$ cat config.mk
export PLATFORM = sky130hd
export DESIGN_NAME = ip_filter_arbiter
export DESIGN_NICKNAME = d
export VERILOG_FILES = /design/src/rtl/ip_filter_arb_defines.sv /design/src/rtl/rr_arbiter.sv /design/src/rtl/ip_filter_arbiter.sv
export SDC_FILE = /design/constraint.sdc
export NUM_CORES = 1
export LEC_CHECK = 0
export CORE_UTILIZATION = 48
export DETAILED_ROUTE_END_ITERATION = 10
export GPL_TIMING_DRIVEN = 0
export HOLD_SLACK_MARGIN = 0.08
export PLACE_DENSITY = 0.87
export SLEW_MARGIN = 20
export SYNTH_ARGS = -nofsm -noshare
export SYNTH_HDL_FRONTEND = slang
export SYNTH_SLANG_ARGS = --single-unit
export TNS_END_PERCENT = 20
$ cat constraint.sdc
create_clock -name clk -period 5.2 [get_ports clk]
set_clock_uncertainty 0.1 [all_clocks]
set_input_delay 1.04 -clock clk [delete_from_list [all_inputs] [get_ports clk]]
set_output_delay 1.04 -clock clk [all_outputs]
set_load 0.02 [all_outputs]
$ cat src/rtl/ip_filter_arb_defines.sv
// Shared definitions for the ip_filter lookup arbiter: default sizing,
// FSM state encodings and a small sizing helper.
package ip_filter_arb_defines;

    localparam int DEF_NUM_REQ  = 4;
    localparam int DEF_MAX_WAIT = 40;
    localparam int IP_W         = 32;

    typedef enum logic [2:0] {
        ST_IDLE  = 3'd0,
        ST_ISSUE = 3'd1,
        ST_WAIT  = 3'd2,
        ST_RESP  = 3'd3,
        ST_FLUSH = 3'd4
    } state_t;

    // Index width for a vector of n requesters (never zero).
    function automatic int idx_width(input int n);
        return (n > 1) ? $clog2(n) : 1;
    endfunction

endpackage

$ cat src/rtl/rr_arbiter.sv
// Combinational round-robin selector: searches upward from the requester
// after last_grant, wrapping at NUM_REQ, and reports the first one asserted.
module rr_arbiter
    import ip_filter_arb_defines::*;
#(
    parameter int NUM_REQ = DEF_NUM_REQ,
    parameter int IDX_W   = idx_width(NUM_REQ)
) (
    input  logic [NUM_REQ-1:0] req,
    input  logic [IDX_W-1:0]   last_grant,
    output logic [IDX_W-1:0]   grant,
    output logic               valid
);

    // Walk offsets from farthest to nearest so the nearest asserted requester wins.
    always_comb begin
        grant = '0;
        valid = 1'b0;
        for (int off = NUM_REQ; off >= 1; off--) begin
            if (req[IDX_W'((int'(last_grant) + off) % NUM_REQ)]) begin
                grant = IDX_W'((int'(last_grant) + off) % NUM_REQ);
                valid = 1'b1;
            end
        end
    end

endmodule

$ cat src/rtl/ip_filter_arbiter.sv
// Shares one ip_filter lookup engine among NUM_REQ requesters. One lookup
// at a time, round-robin granted, with a bounded wait and a flush window
// after a timeout so a late engine result cannot leak into the next lookup.
//
// state | meaning
// IDLE  | pick next requester, latch its IP
// ISSUE | one-cycle request pulse to the ip_filter
// WAIT  | wait for ip_filter_done, bounded by MAX_WAIT cycles
// RESP  | pulse req_done/req_found to the granted requester, update stats
// FLUSH | after a timeout, ignore the engine for MAX_WAIT cycles
module ip_filter_arbiter
    import ip_filter_arb_defines::*;
#(
    parameter int NUM_REQ  = DEF_NUM_REQ,
    parameter int MAX_WAIT = DEF_MAX_WAIT
) (
    input  logic                    clk,
    input  logic                    reset,
    input  logic [NUM_REQ-1:0]      req,
    input  logic [IP_W*NUM_REQ-1:0] req_ip,
    output logic [NUM_REQ-1:0]      req_done,
    output logic [NUM_REQ-1:0]      req_found,
    output logic                    ip_filter_req,
    output logic [IP_W-1:0]         search_ip,
    input  logic                    ip_filter_done,
    input  logic                    found,
    output logic [31:0]             lookup_count,
    output logic [31:0]             hit_count,
    output logic [31:0]             timeout_count
);

    localparam int IDX_W = idx_width(NUM_REQ);
    localparam int CNT_W = $clog2(MAX_WAIT + 1);
    localparam logic [IDX_W-1:0] LAST_RST = IDX_W'(NUM_REQ - 1);
    localparam logic [CNT_W-1:0] CNT_LAST = CNT_W'(MAX_WAIT - 1);

    state_t             state_q;
    state_t             state_d;
    logic [IDX_W-1:0]   last_grant_q;
    logic [IDX_W-1:0]   grant_q;
    logic [IDX_W-1:0]   arb_grant;
    logic               arb_valid;
    logic [IP_W-1:0]    sel_ip;
    logic [CNT_W-1:0]   wait_cnt_q;
    logic               found_q;
    logic               timeout_q;
    logic               cnt_at_last;

    rr_arbiter #(
        .NUM_REQ (NUM_REQ),
        .IDX_W   (IDX_W)
    ) u_rr_arbiter (
        .req        (req),
        .last_grant (last_grant_q),
        .grant      (arb_grant),
        .valid      (arb_valid)
    );

    assign cnt_at_last = (wait_cnt_q == CNT_LAST);

    // Pick the IP slice belonging to the requester the arbiter is offering.
    always_comb begin
        sel_ip = '0;
        for (int i = 0; i < NUM_REQ; i++) begin
            if (arb_grant == IDX_W'(i)) begin
                sel_ip = req_ip[i*IP_W +: IP_W];
            end
        end
    end

    // State register.
    always_ff @(posedge clk or negedge reset) begin
        if (!reset) begin
            state_q <= ST_IDLE;
        end else begin
            state_q <= state_d;
        end
    end

    // Next-state decode and the per-state output pulses.
    always_comb begin
        state_d       = state_q;
        ip_filter_req = 1'b0;
        req_done      = '0;
        req_found     = '0;
        unique case (state_q)
            ST_IDLE: begin
                if (arb_valid) state_d = ST_ISSUE;
            end
            ST_ISSUE: begin
                ip_filter_req = 1'b1;
                state_d       = ST_WAIT;
            end
            ST_WAIT: begin
                if (ip_filter_done || cnt_at_last) state_d = ST_RESP;
            end
            ST_RESP: begin
                req_done[grant_q]  = 1'b1;
                req_found[grant_q] = found_q;
                state_d            = timeout_q ? ST_FLUSH : ST_IDLE;
            end
            ST_FLUSH: begin
                if (cnt_at_last) state_d = ST_IDLE;
            end
            default: state_d = ST_IDLE;
        endcase
    end

    // Grant/IP capture, wait/flush timer, result latch and statistics.
    always_ff @(posedge clk or negedge reset) begin
        if (!reset) begin
            last_grant_q  <= LAST_RST;
            grant_q       <= '0;
            search_ip     <= '0;
            wait_cnt_q    <= '0;
            found_q       <= 1'b0;
            timeout_q     <= 1'b0;
            lookup_count  <= '0;
            hit_count     <= '0;
            timeout_count <= '0;
        end else begin
            unique case (state_q)
                ST_IDLE: begin
                    wait_cnt_q <= '0;
                    if (arb_valid) begin
                        grant_q      <= arb_grant;
                        last_grant_q <= arb_grant;
                        search_ip    <= sel_ip;
                    end
                end
                ST_ISSUE: begin
                    wait_cnt_q <= '0;
                    found_q    <= 1'b0;
                    timeout_q  <= 1'b0;
                end
                ST_WAIT: begin
                    if (ip_filter_done) begin
                        found_q <= found;
                    end else if (cnt_at_last) begin
                        found_q   <= 1'b0;
                        timeout_q <= 1'b1;
                    end else begin
                        wait_cnt_q <= wait_cnt_q + CNT_W'(1);
                    end
                end
                ST_RESP: begin
                    wait_cnt_q   <= '0;
                    lookup_count <= lookup_count + 32'd1;
                    if (found_q)   hit_count     <= hit_count + 32'd1;
                    if (timeout_q) timeout_count <= timeout_count + 32'd1;
                end
                ST_FLUSH: begin
                    wait_cnt_q <= cnt_at_last ? '0 : wait_cnt_q + CNT_W'(1);
                end
                default: wait_cnt_q <= '0;
            endcase
        end
    end

endmodule

==> Yosys cells after proc, flatten, opt, wreduce, memory -nomap -nowiden <==
Index checks and enable logic that the tools add are counted.
{ "classes": {"add_sub_neg": 8, "order_cmp": 6, "eq_ne": 15, "mux": 44, "bitwise": 1, "reduce_logical": 12} }
{ "op_table": {"columns": ["operator", "n"], "rows": [
  ["two-way mux 32 bit", 4],
  ["adder 32 x 1 -> 32 bit (second input constant)", 3],
  ["two-way mux 1 bit", 18],
  ["two-way mux 6 bit", 3],
  ["less-than comparator 2 x 4 -> 1 bit (second input constant)", 4],
  ["one-hot mux 3 bit (5 select lines)", 1],
  ["two-way mux 3 bit", 4],
  ["!= test 2 bit (second input constant)", 6],
  ["one-hot mux 6 bit (2 select lines)", 1],
  ["AND reduction 2 bit", 5],
  ["binary-select mux 1 bit (select 2 bit)", 4],
  ["two-way mux 2 bit", 4],
  ["two-way mux 4 bit", 2],
  ["adder 6 x 1 -> 6 bit (second input constant)", 1],
  ["equality test 3 x 2 -> 1 bit (second input constant)", 2],
  ["equality test 6 bit (second input constant)", 1],
  ["AND reduction 3 bit", 2],
  ["adder 2 x 1 -> 2 bit (second input constant)", 2],
  ["adder 2 bit (second input constant)", 2],
  ["AND 4 bit", 1],
  ["equality test 2 bit (second input constant)", 2],
  ["one-hot mux 1 bit (2 select lines)", 2],
  ["equality test 3 x 1 -> 1 bit (second input constant)", 1],
  ["equality test 3 bit (second input constant)", 1],
  ["10 further kinds", 10]
]} }
{ "totals": {"ff_bits": 143, "output_inout_bits": 137} }

==> Longest topological paths before layout <==
Gate-level depths: netlist (run 1).
{ "logic_depth": {"depth_word": 13, "depth_mapped": 8, "depth_no_buf": 6} }

==> By module <==
Synthesis (run 1) repeated with hierarchy kept, for this count alone.
{ "hier_totals": {"hier_cells": 618, "area_unflattened_um2": 7404.6} }
{ "modules_own_cells": {"columns": ["module", "n_inst", "cells_per_inst", "area_per_inst_um2", "seq_area_each_um2"], "rows": [
  ["ip_filter_arbiter", 1, 604, 7313.3, 3580.9],
  ["rr_arbiter", 1, 14, 91.3, 0.0]
]} }

==> Worst setup path after synthesis (run 1) <==
OpenSTA, ideal clock, no wires.
{ "synth_timing": {"path_kind": "in2reg", "startpoint": "input port req[0]", "endpoint": "register search_ip[29]", "setup_ps": 123, "t_arrival_ps": 2356, "required_ps": 4977, "slack_ps": 2621, "path_stages": 5, "path_buffers": 1, "cell_sequence": "nor4_1 > or4_4 > buf_6 > or4_4 > o221a_1"} }
{ "synth_via": {"elab_chain_len": 12, "word_cells_on_any_way": 29, "cone_classes": "3 x eq/ne; 24 x mux; 2 x reduce/logical"} }
{ "synth_rtl": {"columns": ["item", "line_no", "text"], "rows": [
  ["from (decl)", "ip_filter_arbiter.sv:19", "input logic [NUM_REQ-1:0] req,"],
  ["binary-select mux 1 bit (select 2 bit)", "rr_arbiter.sv:20", "if (req[IDX_W'((int'(last_grant) + off) % NUM_REQ)]) begin"],
  ["two-way mux 1 bit (implied by the code) (2 in series)", "rr_arbiter.sv:20", null],
  ["two-way mux 2 bit (4 in series)", "rr_arbiter.sv:20", null],
  ["logical NOT 2 bit", "ip_filter_arbiter.sv:65", "if (arb_grant == IDX_W'(i)) begin"],
  ["two-way mux 32 bit (4 in series)", "ip_filter_arbiter.sv:65", null],
  ["to (signal assigned)", "ip_filter_arbiter.sv:128", "search_ip <= sel_ip;"],
  ["to (decl)", "ip_filter_arbiter.sv:24", "output logic [IP_W-1:0] search_ip,"]
]} }
Several ways; a longest one is shown, not always the timed one. The select of a mux whose other input is x is not followed.
A chain may end at the register's enable or synchronous reset.

==> Final worst setup path (run 1) <==
{ "layout_timing": {"startpoint": "register state_q[0]", "endpoint": "output port req_done[0]"} }
{ "layout_via": {"elab_chain_len": 2} }
{ "layout_rtl": {"columns": ["item", "line_no", "text"], "rows": [
  ["from (decl)", "ip_filter_arbiter.sv:37", "state_t state_q;"],
  ["from (signal assigned)", "ip_filter_arbiter.sv:76", "state_q <= state_d;"],
  ["equality test 3 x 2 -> 1 bit", "ip_filter_arbiter.sv:86", "unique case (state_q)"],
  ["two-way mux 4 bit", "ip_filter_arbiter.sv:86", null],
  ["to (decl)", "ip_filter_arbiter.sv:21", "output logic [NUM_REQ-1:0] req_done,"]
]} }
No other way between the ends.

==> flow_summary.html, run 1 <==
<table>
<tr><th>Metric</th><th>Value</th></tr>
<tr><th colspan="2">Place</th></tr>
<tr><td>HPWL reported at the end of detailed placement</td><td>15.17 mm</td></tr>
<tr><td>Setup Slack @ Placement</td><td>1291 ps</td></tr>
<tr><td>Port buffer count</td><td>272</td></tr>
<tr><td>RD Place Congestion</td><td>0.8463</td></tr>
<tr><td>Instance area after placement</td><td>9980 um2</td></tr>
<tr><th colspan="2">STA</th></tr>
<tr><td>Setup repair after global routing missed its margin</td><td>no</td></tr>
<tr><td>Final Hold Violating Endpoints</td><td>0</td></tr>
<tr><td>Share of the cycle needed by the critical path after routing</td><td>0.6913</td></tr>
<tr><td>Maximum operating frequency</td><td>0.2782 GHz</td></tr>
<tr><td>Final setup fails</td><td>0</td></tr>
<tr><td>Post-Route Hold Slack</td><td>368.8 ps</td></tr>
<tr><td>Worst setup margin</td><td>1605 ps</td></tr>
<tr><td>Worst Tran Pin Value</td><td>1088 ps</td></tr>
<tr><td>Clock period minus final worst setup slack</td><td>3595 ps</td></tr>
<tr><td>Final-report max-slew violation count</td><td>0</td></tr>
<tr><td>Worst slew slack as a fraction of its limit</td><td>0.2688</td></tr>
<tr><th colspan="2">Finish</th></tr>
<tr><td>Design area</td><td>10,560 um2</td></tr>
<tr><td>Layout Utilization</td><td>0.7517</td></tr>
<tr><td>Area Growth Syn to Fin</td><td>50.80%</td></tr>
<tr><td>Nets</td><td>1,106</td></tr>
<tr><td>Layout fillers</td><td>990</td></tr>
<tr><td>Fraction of final layout cells with drive strength greater than 1</td><td>0.06346</td></tr>
<tr><td>Inserted Diodes</td><td>0</td></tr>
<tr><th colspan="2">GRT</th></tr>
<tr><td>Total GRT Usage</td><td>0.2772</td></tr>
<tr><td>Wire length of the first global-routing pass</td><td>31.93 mm</td></tr>
<tr><td>Overall overflow remaining after global route</td><td>0</td></tr>
<tr><td>Number of global-route vias before repair</td><td>6,405</td></tr>
<tr><td>Largest net degree at the start of global routing</td><td>92</td></tr>
<tr><td>Antenna violations before repair</td><td>0</td></tr>
<tr><th colspan="2">Clock network</th></tr>
<tr><td>Total CTS buffers</td><td>17</td></tr>
<tr><td>CTS Hold Bufs</td><td>0</td></tr>
<tr><td>Post-CTS repair timing setup buffer count</td><td>0</td></tr>
<tr><td>Clock network latency to the later pin of the worst-skew pair</td><td>420 ps</td></tr>
<tr><td>Number of instances resized during post-cts repair</td><td>0</td></tr>
<tr><td>Clock Tree Root</td><td>clkbuf_16</td></tr>
<tr><td>Clock input transition at the sequential cells of the worst setup and hold paths</td><td>60 ps</td></tr>
<tr><td>CTS tree</td><td>yes</td></tr>
<tr><td>Maximum clock insertion buffer count</td><td>2</td></tr>
<tr><td>Clock Sinks</td><td>143</td></tr>
<tr><td>H-tree levels</td><td>4</td></tr>
<tr><th colspan="2">Floorplan</th></tr>
<tr><td>Total I/O pin count</td><td>273</td></tr>
<tr><td>Die Y-Extent</td><td>122.8 um</td></tr>
<tr><td>Starting density of the core</td><td>0.4984</td></tr>
<tr><td>Die Outline Area</td><td>15,070 um2</td></tr>
<tr><td>Placement Rows</td><td>43</td></tr>
<tr><td>Total core area</td><td>14,040 um2</td></tr>
<tr><td>Width of the chip</td><td>122.8 um</td></tr>
<tr><th colspan="2">Critical path</th></tr>
<tr><td>Reg2reg start</td><td>state_q[2]</td></tr>
<tr><td>Capturing point of the worst reg2reg path</td><td>search_ip[25]</td></tr>
<tr><td>Maximum net fanout on the critical path</td><td>10</td></tr>
<tr><td>Worst Path Class, Setup</td><td>flop to output pin</td></tr>
<tr><td>Number of cells traversed by the worst register-to-register path</td><td>6</td></tr>
<tr><td>Arrival time at the worst endpoint</td><td>2450 ps</td></tr>
<tr><td>Data required, critical path</td><td>4060 ps</td></tr>
<tr><td>Kind of start point of the critical path</td><td>flop</td></tr>
<tr><td>Endpoint kind of the worst setup timing path</td><td>output pin</td></tr>
<tr><td>Slack of the worst reg-to-reg path</td><td>2440 ps</td></tr>
<tr><th colspan="2">Pwr</th></tr>
<tr><td>Overall Power</td><td>4.203 mW</td></tr>
<tr><td>Pleak</td><td>4.476 nW</td></tr>
<tr><td>Power density over cell area</td><td>398.2 nW/um2</td></tr>
<tr><td>Maximum vdd ir drop</td><td>0.2732 mV</td></tr>
<tr><th colspan="2">Detailed routing</th></tr>
<tr><td>Number of detailed-routing iterations run before antenna repair</td><td>5</td></tr>
<tr><td>Wire per inst</td><td>17.34 um</td></tr>
<tr><td>DRC viols</td><td>0</td></tr>
<tr><td>Routed via count divided by cell count</td><td>5.487</td></tr>
<tr><td>Via count</td><td>6,348</td></tr>
<tr><td>Antenna-violating nets left</td><td>0</td></tr>
<tr><td>Routed wire length</td><td>20.06 mm</td></tr>
<tr><td>DRC marker count from the first detailed-route iteration</td><td>365</td></tr>
<tr><th colspan="2">Min path</th></tr>
<tr><td>Destination of the worst hold path</td><td>hit_count[31]</td></tr>
<tr><td>Hold Crit Start</td><td>hit_count[31]</td></tr>
<tr><td>Worst hold path stage count</td><td>1</td></tr>
<tr><td>Hold/Removal Path Class</td><td>flop to flop</td></tr>
<tr><th colspan="2">Synth</th></tr>
<tr><td>Post-synthesis net count</td><td>814</td></tr>
<tr><td>Synth Register Bits</td><td>143</td></tr>
<tr><td>Part of the Yosys area used for sequential elements</td><td>0.5116</td></tr>
<tr><td>Synth warnings</td><td>0</td></tr>
<tr><td>Post-Synthesis Mean Instance Area</td><td>10.38 um2</td></tr>
<tr><td>Number of synthesized flops with an enable pin</td><td>0</td></tr>
<tr><td>Share of flip-flops with an asynchronous set or reset</td><td>1.000</td></tr>
<tr><td>Number of cells produced by synthesis</td><td>674</td></tr>
<tr><td>Area of the mapped netlist</td><td>6999 um2</td></tr>
<tr><td>Most used flip-flop cell after synthesis</td><td>dfrtp_1</td></tr>
<tr><td>Count of distinct cell types in the synthesized netlist</td><td>60</td></tr>
<tr><th colspan="2">Flow run</th></tr>
<tr><td>Max-cap check violation count</td><td>0</td></tr>
<tr><th colspan="2">Outcome</th></tr>
<tr><td>Result of the run</td><td>completed</td></tr>
</table>
==> worst max-delay path, stage by stage, from the launching register on <==
cell	delay (ps)
dfrtp_1	330
buf_2	170
buf_2	220
nand3b_1	130
clkbuf_1	290
nor3_1	250
clkdlybuf4s50_1	650
==> sequential cells by signal (all words and copies together) (netlist names) <==
name and flops:
found_q 1, grant_q 2, hit_count 32, last_grant_q 2
lookup_count 32, search_ip 32, state_q 3, timeout_count 32
timeout_q 1, wait_cnt_q 6
==> cell usage in the layout (no fill, tap or decap), drive strengths merged, types with 3 or more instances in the layout <==
master,Yosys,routed
nand3,32,32
dfrtp,141,141
a211oi,26,26
o22ai,27,27
clkdlybuf4s50,0,271
a21oi,8,8
nand2b,4,4
o211ai,3,3
or4,3,3
a21o,3,3
nor3,17,17
buf,14,16
o21ai,8,8
nand4,31,31
clkinvlp,0,5
nand4b,4,4
ha,4,4
a22oi,3,3
clkbuf,9,27
nor4,8,8
xor2,28,28
xnor2,68,68
mux2i,32,32
inv,18,21
and3,15,15
nor2,73,73
nand2,55,55
and4,5,5
==> cell usage after synthesis (2+ instances only) <==
| master | n | area [um2] |
|---|---|---|
| and2_1 | 2 | 12.51 |
| mux2_2 | 2 | 22.52 |
| nor2_1 | 73 | 274.0 |
| and4_1 | 5 | 43.79 |
| nand4b_1 | 2 | 17.52 |
| nor2b_1 | 2 | 12.51 |
| and3_1 | 15 | 93.84 |
| nor3b_1 | 2 | 15.01 |
| a21o_1 | 3 | 22.52 |
| dfstp_2 | 2 | 52.55 |
| a211oi_1 | 26 | 195.2 |
| nand2b_1 | 4 | 25.02 |
| a21oi_1 | 8 | 40.04 |
| xor2_1 | 28 | 245.2 |
| dfrtp_1 | 141 | 3528 |
| or3_1 | 2 | 12.51 |
| buf_4 | 4 | 30.03 |
| xnor2_1 | 68 | 595.6 |
| o21ba_2 | 2 | 20.02 |
| nand4_1 | 31 | 193.9 |
| or4_4 | 2 | 22.52 |
| o211ai_1 | 3 | 22.52 |
| nand4b_2 | 2 | 30.03 |
| o22ai_1 | 27 | 168.9 |
| nor4_1 | 7 | 43.79 |
| nand3_1 | 32 | 160.2 |
| o21ai_0 | 7 | 35.03 |
| buf_2 | 9 | 45.04 |
| nand2_1 | 55 | 206.5 |
| clkbuf_1 | 9 | 33.78 |
| inv_1 | 18 | 67.56 |
| ha_1 | 4 | 50.05 |
| a22oi_1 | 3 | 22.52 |
| o31ai_1 | 2 | 15.01 |
| mux2i_1 | 32 | 320.3 |
| nor3_1 | 16 | 80.08 |
==> layout make-up <==
class / instances / area (um2) / area share
flip-flops and latches: 143 / 3581 / 0.3393
multi-input cells: 490 / 3231 / 0.3061
repair buffers: 273 / 2755 / 0.2610
clock buffers: 18 / 439.2 / 0.04161
well taps: 180 / 225.2 / 0.02134
clock inverters: 12 / 136.4 / 0.01292
plain buffers: 23 / 120.1 / 0.01138
inverters: 18 / 67.56 / 0.006401
==> power by group <==
| part | switching, mW | internal [mW] |
|---|---|---|
| Clock | 0.471 | 0.717 |
| Combinational | 0.838 | 0.733 |
| Sequential | 0.137 | 1.31 |
| Total | 1.45 | 2.76 |
==> layer usage <==
layer | GRT usage | share of wire | up-vias
met2 | 0.4895 | 0.52 | 249
li1 | - | - | 2996
met3 | 0.07156 | 0.055 | 37
met1 | 0.3252 | 0.40 | 3066
met4 | 0.09375 | 0.027 | 0
met5 | 0 | 0 | -
==> cell families (layout without fill, tap and decap cells) <==
kind of cell               Yosys count  after routing  share of synthesized area
xor gates and xnor gates            96             96                     0.1201
adders and majority gates            4              4                   0.007151
muxes                               34             34                    0.04898
AOI/OAI and AO/OA                   95             95                    0.09600
DFF                                143            143                     0.5116
buffers and inverters               41            344                    0.02681
and+or+nand+nor                    261            261                     0.1893
==> through the flow <==
| stage | std cells | setup TNS [ps] |
|---|---|---|
| after detailed placement | 1127 | 0 |
| final | 1157 | 0 |
| after floorplan | 674 | 0 |
| after global placement | 1126 | -380720 |
| after CTS | 1157 | 0 |
| after global routing | 1157 | 0 |
==> how the worst max path moves through the flow <==
| stage | slack, ps | depth (start not counted) | endpoint | startpoint |
|---|---|---|---|---|
| after floorplan | 2620 | 5 | search_ip[29] | req[0] |
| after global placement | -2700 | 1 | timeout_count[31] | reset |
| after detailed placement | 1290 | 7 | search_ip[25] | req[3] |
| after CTS | 1580 | 6 | req_done[0] | state_q[0] |
| after global routing | 1430 | 6 | req_done[0] | state_q[0] |
| final | 1610 | 6 | req_done[0] | state_q[0] |
(Power assumes the default switching activity.)
==> run 2: changes to the inputs <==
CORE_UTILIZATION = 40   (was 48)
PLACE_DENSITY = 0.77   (was 0.87)
clock period = 3.2 ns   (was 5.2 ns; I/O delays follow)
==> flow_summary.html, run 2 (synthesis results as in run 1) <==
<table>
<tr><th>Metric</th><th>Value</th></tr>
<tr><th colspan="2">Outcome</th></tr>
<tr><td>Result of the run</td><td>completed</td></tr>
<tr><th colspan="2">Pwr</th></tr>
<tr><td>Pleak</td><td>4.515 nW (+0.87%)</td></tr>
<tr><td>Sequential fraction of design power</td><td>0.340 (-0.004)</td></tr>
<tr><td>Overall Power</td><td>6.920 mW (+65%)</td></tr>
<tr><td>Share of power burned in combinational logic</td><td>0.370 (-0.004)</td></tr>
<tr><td>Switching pwr</td><td>2.343 mW (+62%)</td></tr>
<tr><td>Part of the power in the clock network</td><td>0.291 (+0.008)</td></tr>
<tr><td>Maximum vdd ir drop</td><td>0.3880 mV (+42%)</td></tr>
<tr><td>Power density over cell area</td><td>649.4 nW/um2 (+63%)</td></tr>
<tr><td>Cell-internal power</td><td>4.578 mW (+66%)</td></tr>
<tr><td>Switching portion of total power</td><td>0.3385 (-0.005605)</td></tr>
<tr><th colspan="2">Finish</th></tr>
<tr><td>Nets</td><td>1,107 (+0.090%)</td></tr>
<tr><td>Most common cell after layout, fill and taps aside</td><td>clkdlybuf4s50_1</td></tr>
<tr><td>Layout fillers</td><td>1,471 (+49%)</td></tr>
<tr><td>Fraction of final layout cells with drive strength greater than 1</td><td>0.06346 (unchanged)</td></tr>
<tr><td>Non-filler instance count after layout</td><td>1,202 (+3.9%)</td></tr>
<tr><td>Inserted Diodes</td><td>0 (unchanged)</td></tr>
<tr><td>Most frequent cells in the layout</td><td>clkdlybuf4s50_1, dfrtp_1, nor2_1</td></tr>
<tr><td>Area Growth Syn to Fin</td><td>52.25%</td></tr>
<tr><td>Layout Utilization</td><td>0.6204 (-0.1313)</td></tr>
<tr><th colspan="2">Place</th></tr>
<tr><td>HPWL reported at the end of detailed placement</td><td>14.64 mm (-3.5%)</td></tr>
<tr><td>Port buffer count</td><td>272 (unchanged)</td></tr>
<tr><td>Setup Slack @ Placement</td><td>-292.4 ps (-1583 ps)</td></tr>
<tr><td>Placed cell count</td><td>1,172 (+4.0%)</td></tr>
<tr><td>RD Place Congestion</td><td>0.8261 (-2.4%)</td></tr>
<tr><th colspan="2">Detailed routing</th></tr>
<tr><td>DRC marker count from the first detailed-route iteration</td><td>183 (-50%)</td></tr>
<tr><td>Antenna-violating nets left</td><td>0 (unchanged)</td></tr>
<tr><td>Via count</td><td>6,273 (-1.2%)</td></tr>
<tr><td>Wire per inst</td><td>16.28 um (-6.1%)</td></tr>
<tr><td>DRC viols</td><td>0 (unchanged)</td></tr>
<tr><td>Routed via count divided by cell count</td><td>5.219 (-4.9%)</td></tr>
<tr><td>Routed wire length</td><td>19.57 mm (-2.4%)</td></tr>
<tr><td>Number of detailed-routing iterations run before antenna repair</td><td>4 (-1)</td></tr>
<tr><th colspan="2">Floorplan</th></tr>
<tr><td>Placement Rows</td><td>48 (+12%)</td></tr>
<tr><td>Width of the chip</td><td>134.3 um (+9.4%)</td></tr>
<tr><td>Die Y-Extent</td><td>134.3 um (+9.4%)</td></tr>
<tr><td>Die Outline Area</td><td>18,030 um2 (+20%)</td></tr>
<tr><td>Starting density of the core</td><td>0.4075 (-0.09095)</td></tr>
<tr><td>Total I/O pin count</td><td>273 (unchanged)</td></tr>
<tr><td>Total core area</td><td>17,180 um2 (+22%)</td></tr>
<tr><th colspan="2">Critical path</th></tr>
<tr><td>Capturing point of the worst reg2reg path</td><td>search_ip[11]</td></tr>
<tr><td>Max incr delay on CP</td><td>600 ps (-50 ps)</td></tr>
<tr><td>Number of cells traversed by the worst register-to-register path</td><td>7 (+1)</td></tr>
<tr><td>Critical path, cell by cell</td><td>buf_2 &gt; buf_2 &gt; nand3b_1 &gt; clkbuf_2 &gt; nor2_1 &gt; clkdlybuf4s50_1</td></tr>
<tr><td>Worst-path cell with the longest stage delay</td><td>clkdlybuf4s50_1</td></tr>
<tr><td>Most frequent cell on the critical path</td><td>buf_2</td></tr>
<tr><td>Maximum net fanout on the critical path</td><td>10 (unchanged)</td></tr>
<tr><td>Arrival time at the worst endpoint</td><td>2250 ps (-200 ps)</td></tr>
<tr><td>Worst Path Class, Setup</td><td>flop to output pin</td></tr>
<tr><td>Kind of start point of the critical path</td><td>flop</td></tr>
<tr><td>Reg2reg start</td><td>last_grant_q[1]</td></tr>
<tr><td>Endpoint kind of the worst setup timing path</td><td>output pin</td></tr>
<tr><td>Data required, critical path</td><td>2460 ps (-1600 ps)</td></tr>
<tr><td>Slack of the worst reg-to-reg path</td><td>620 ps (-1820 ps)</td></tr>
<tr><th colspan="2">Flow run</th></tr>
<tr><td>Max-cap check violation count</td><td>0 (unchanged)</td></tr>
<tr><th colspan="2">Min path</th></tr>
<tr><td>Hold Crit Start</td><td>lookup_count[31]</td></tr>
<tr><td>Worst hold path stage count</td><td>1 (unchanged)</td></tr>
<tr><td>Hold/Removal Path Class</td><td>flop to flop</td></tr>
<tr><td>Destination of the worst hold path</td><td>lookup_count[31]</td></tr>
<tr><th colspan="2">STA</th></tr>
<tr><td>Worst slew slack as a fraction of its limit</td><td>0.3807 (+0.1119)</td></tr>
<tr><td>Worst Tran Pin Value</td><td>921.9 ps (-165.9 ps)</td></tr>
<tr><td>Final setup fails</td><td>0 (unchanged)</td></tr>
<tr><td>Clock period minus final worst setup slack</td><td>2994 ps</td></tr>
<tr><td>Worst setup margin</td><td>206.2 ps (-1399 ps)</td></tr>
<tr><td>Final-report max-slew violation count</td><td>0 (unchanged)</td></tr>
<tr><td>Setup repair after global routing missed its margin</td><td>no</td></tr>
<tr><td>Final Hold Violating Endpoints</td><td>0 (unchanged)</td></tr>
<tr><td>Maximum operating frequency</td><td>0.3340 GHz</td></tr>
<tr><td>Share of the cycle needed by the critical path after routing</td><td>0.9356</td></tr>
<tr><th colspan="2">Clock network</th></tr>
<tr><td>Total CTS buffers</td><td>17 (unchanged)</td></tr>
<tr><td>CTS tree</td><td>yes</td></tr>
<tr><td>Clock Sinks</td><td>143 (unchanged)</td></tr>
<tr><td>Clock network latency to the later pin of the worst-skew pair</td><td>420 ps (about the same)</td></tr>
<tr><td>H-tree levels</td><td>4 (unchanged)</td></tr>
<tr><td>Post-CTS repair timing setup buffer count</td><td>0 (unchanged)</td></tr>
<tr><td>Clock input transition at the sequential cells of the worst setup and hold paths</td><td>60 ps (about the same)</td></tr>
<tr><td>Maximum clock insertion buffer count</td><td>2 (unchanged)</td></tr>
<tr><td>Clock Tree Root</td><td>clkbuf_16</td></tr>
<tr><th colspan="2">GRT</th></tr>
<tr><td>Total GRT Usage</td><td>0.2216 (-0.05565)</td></tr>
<tr><td>Overall overflow remaining after global route</td><td>0 (unchanged)</td></tr>
<tr><td>Largest net degree at the start of global routing</td><td>95 (+3.3%)</td></tr>
<tr><td>Number of global-route vias before repair</td><td>6,241 (-2.6%)</td></tr>
<tr><td>Wire length of the first global-routing pass</td><td>31.28 mm (-2.0%)</td></tr>
<tr><td>Antenna violations before repair</td><td>0 (unchanged)</td></tr>
</table>
[run 2: area by class of cell]
class / count / area (um2) / area share
flip-flops and latches: 143 / 3581 / 0.3360
multi-input cells: 490 / 3246 / 0.3046
repair buffers: 274 / 2768 / 0.2597
clock buffers: 20 / 456.7 / 0.04286
well taps: 225 / 281.5 / 0.02642
clock inverters: 9 / 135.1 / 0.01268
plain buffers: 23 / 121.4 / 0.01139
inverters: 18 / 67.56 / 0.006340
[run 2: routing by layer]
metal | part of all wire | GRT usage | vias up
met4 | 0.017 | 0.06367 | 0
met2 | 0.51 | 0.3863 | 210
li1 | - | - | 3005
met5 | 0 | 0 | -
met1 | 0.41 | 0.2603 | 3032
met3 | 0.066 | 0.07067 | 26
[run 2: worst max path at each step]
stage | from | slack (ps) | depth (start not counted) | to
after global placement | reset | -4510 | 1 | timeout_count[31]
after CTS | state_q[0] | 20 | 6 | req_done[0]
after floorplan | req[0] | 1020 | 5 | search_ip[29]
after global routing | state_q[0] | 80 | 6 | req_done[3]
after detailed placement | req[3] | -290 | 7 | search_ip[11]
final | state_q[0] | 210 | 6 | req_done[1]
[run 2: critical path: cells and delay by family (launching register included)]
kind,cells,cell delay (ps)
and+or+nand+nor,2,260
DFF,1,320
buffers and inverters,4,1250
[run 2: per-stage QoR]
| step | hold WS, ps | setup TNS (ps) | cell area [um2] |
|---|---|---|---|
| 2_1_floorplan | 244.4 | 0 | 6999 |
| 3_3_place_gp | 354.6 | -643190 | 10000 |
| 3_5_place_dp | 361.1 | -4931 | 10040 |
| 4_1_cts | 375.3 | 0 | 10640 |
| 5_1_grt | 397.9 | 0 | 10660 |
| 6_report | 367.5 | 0 | 10660 |
[run 2: power by group through the flow]
| stage | Sequential, mW | Combinational (mW) | Clock (mW) |
|---|---|---|---|
| final | 2.35 | 2.56 | 2.01 |
| after global routing | 2.39 | 2.77 | 2.13 |
| after CTS | 2.35 | 2.57 | 2.04 |
| after detailed placement | 2.38 | 2.56 | 0 |
| after global placement | 2.37 | 2.52 | 0 |
| after floorplan | 2.63 | 1.18 | 0 |
[run 2: repair_timing]
item	4_1_cts	5_1_grt
hold buffers	1	0
setup endpoints to repair	0	12
endpoints found under the hold margin	47	0
gates resized for setup	0	5
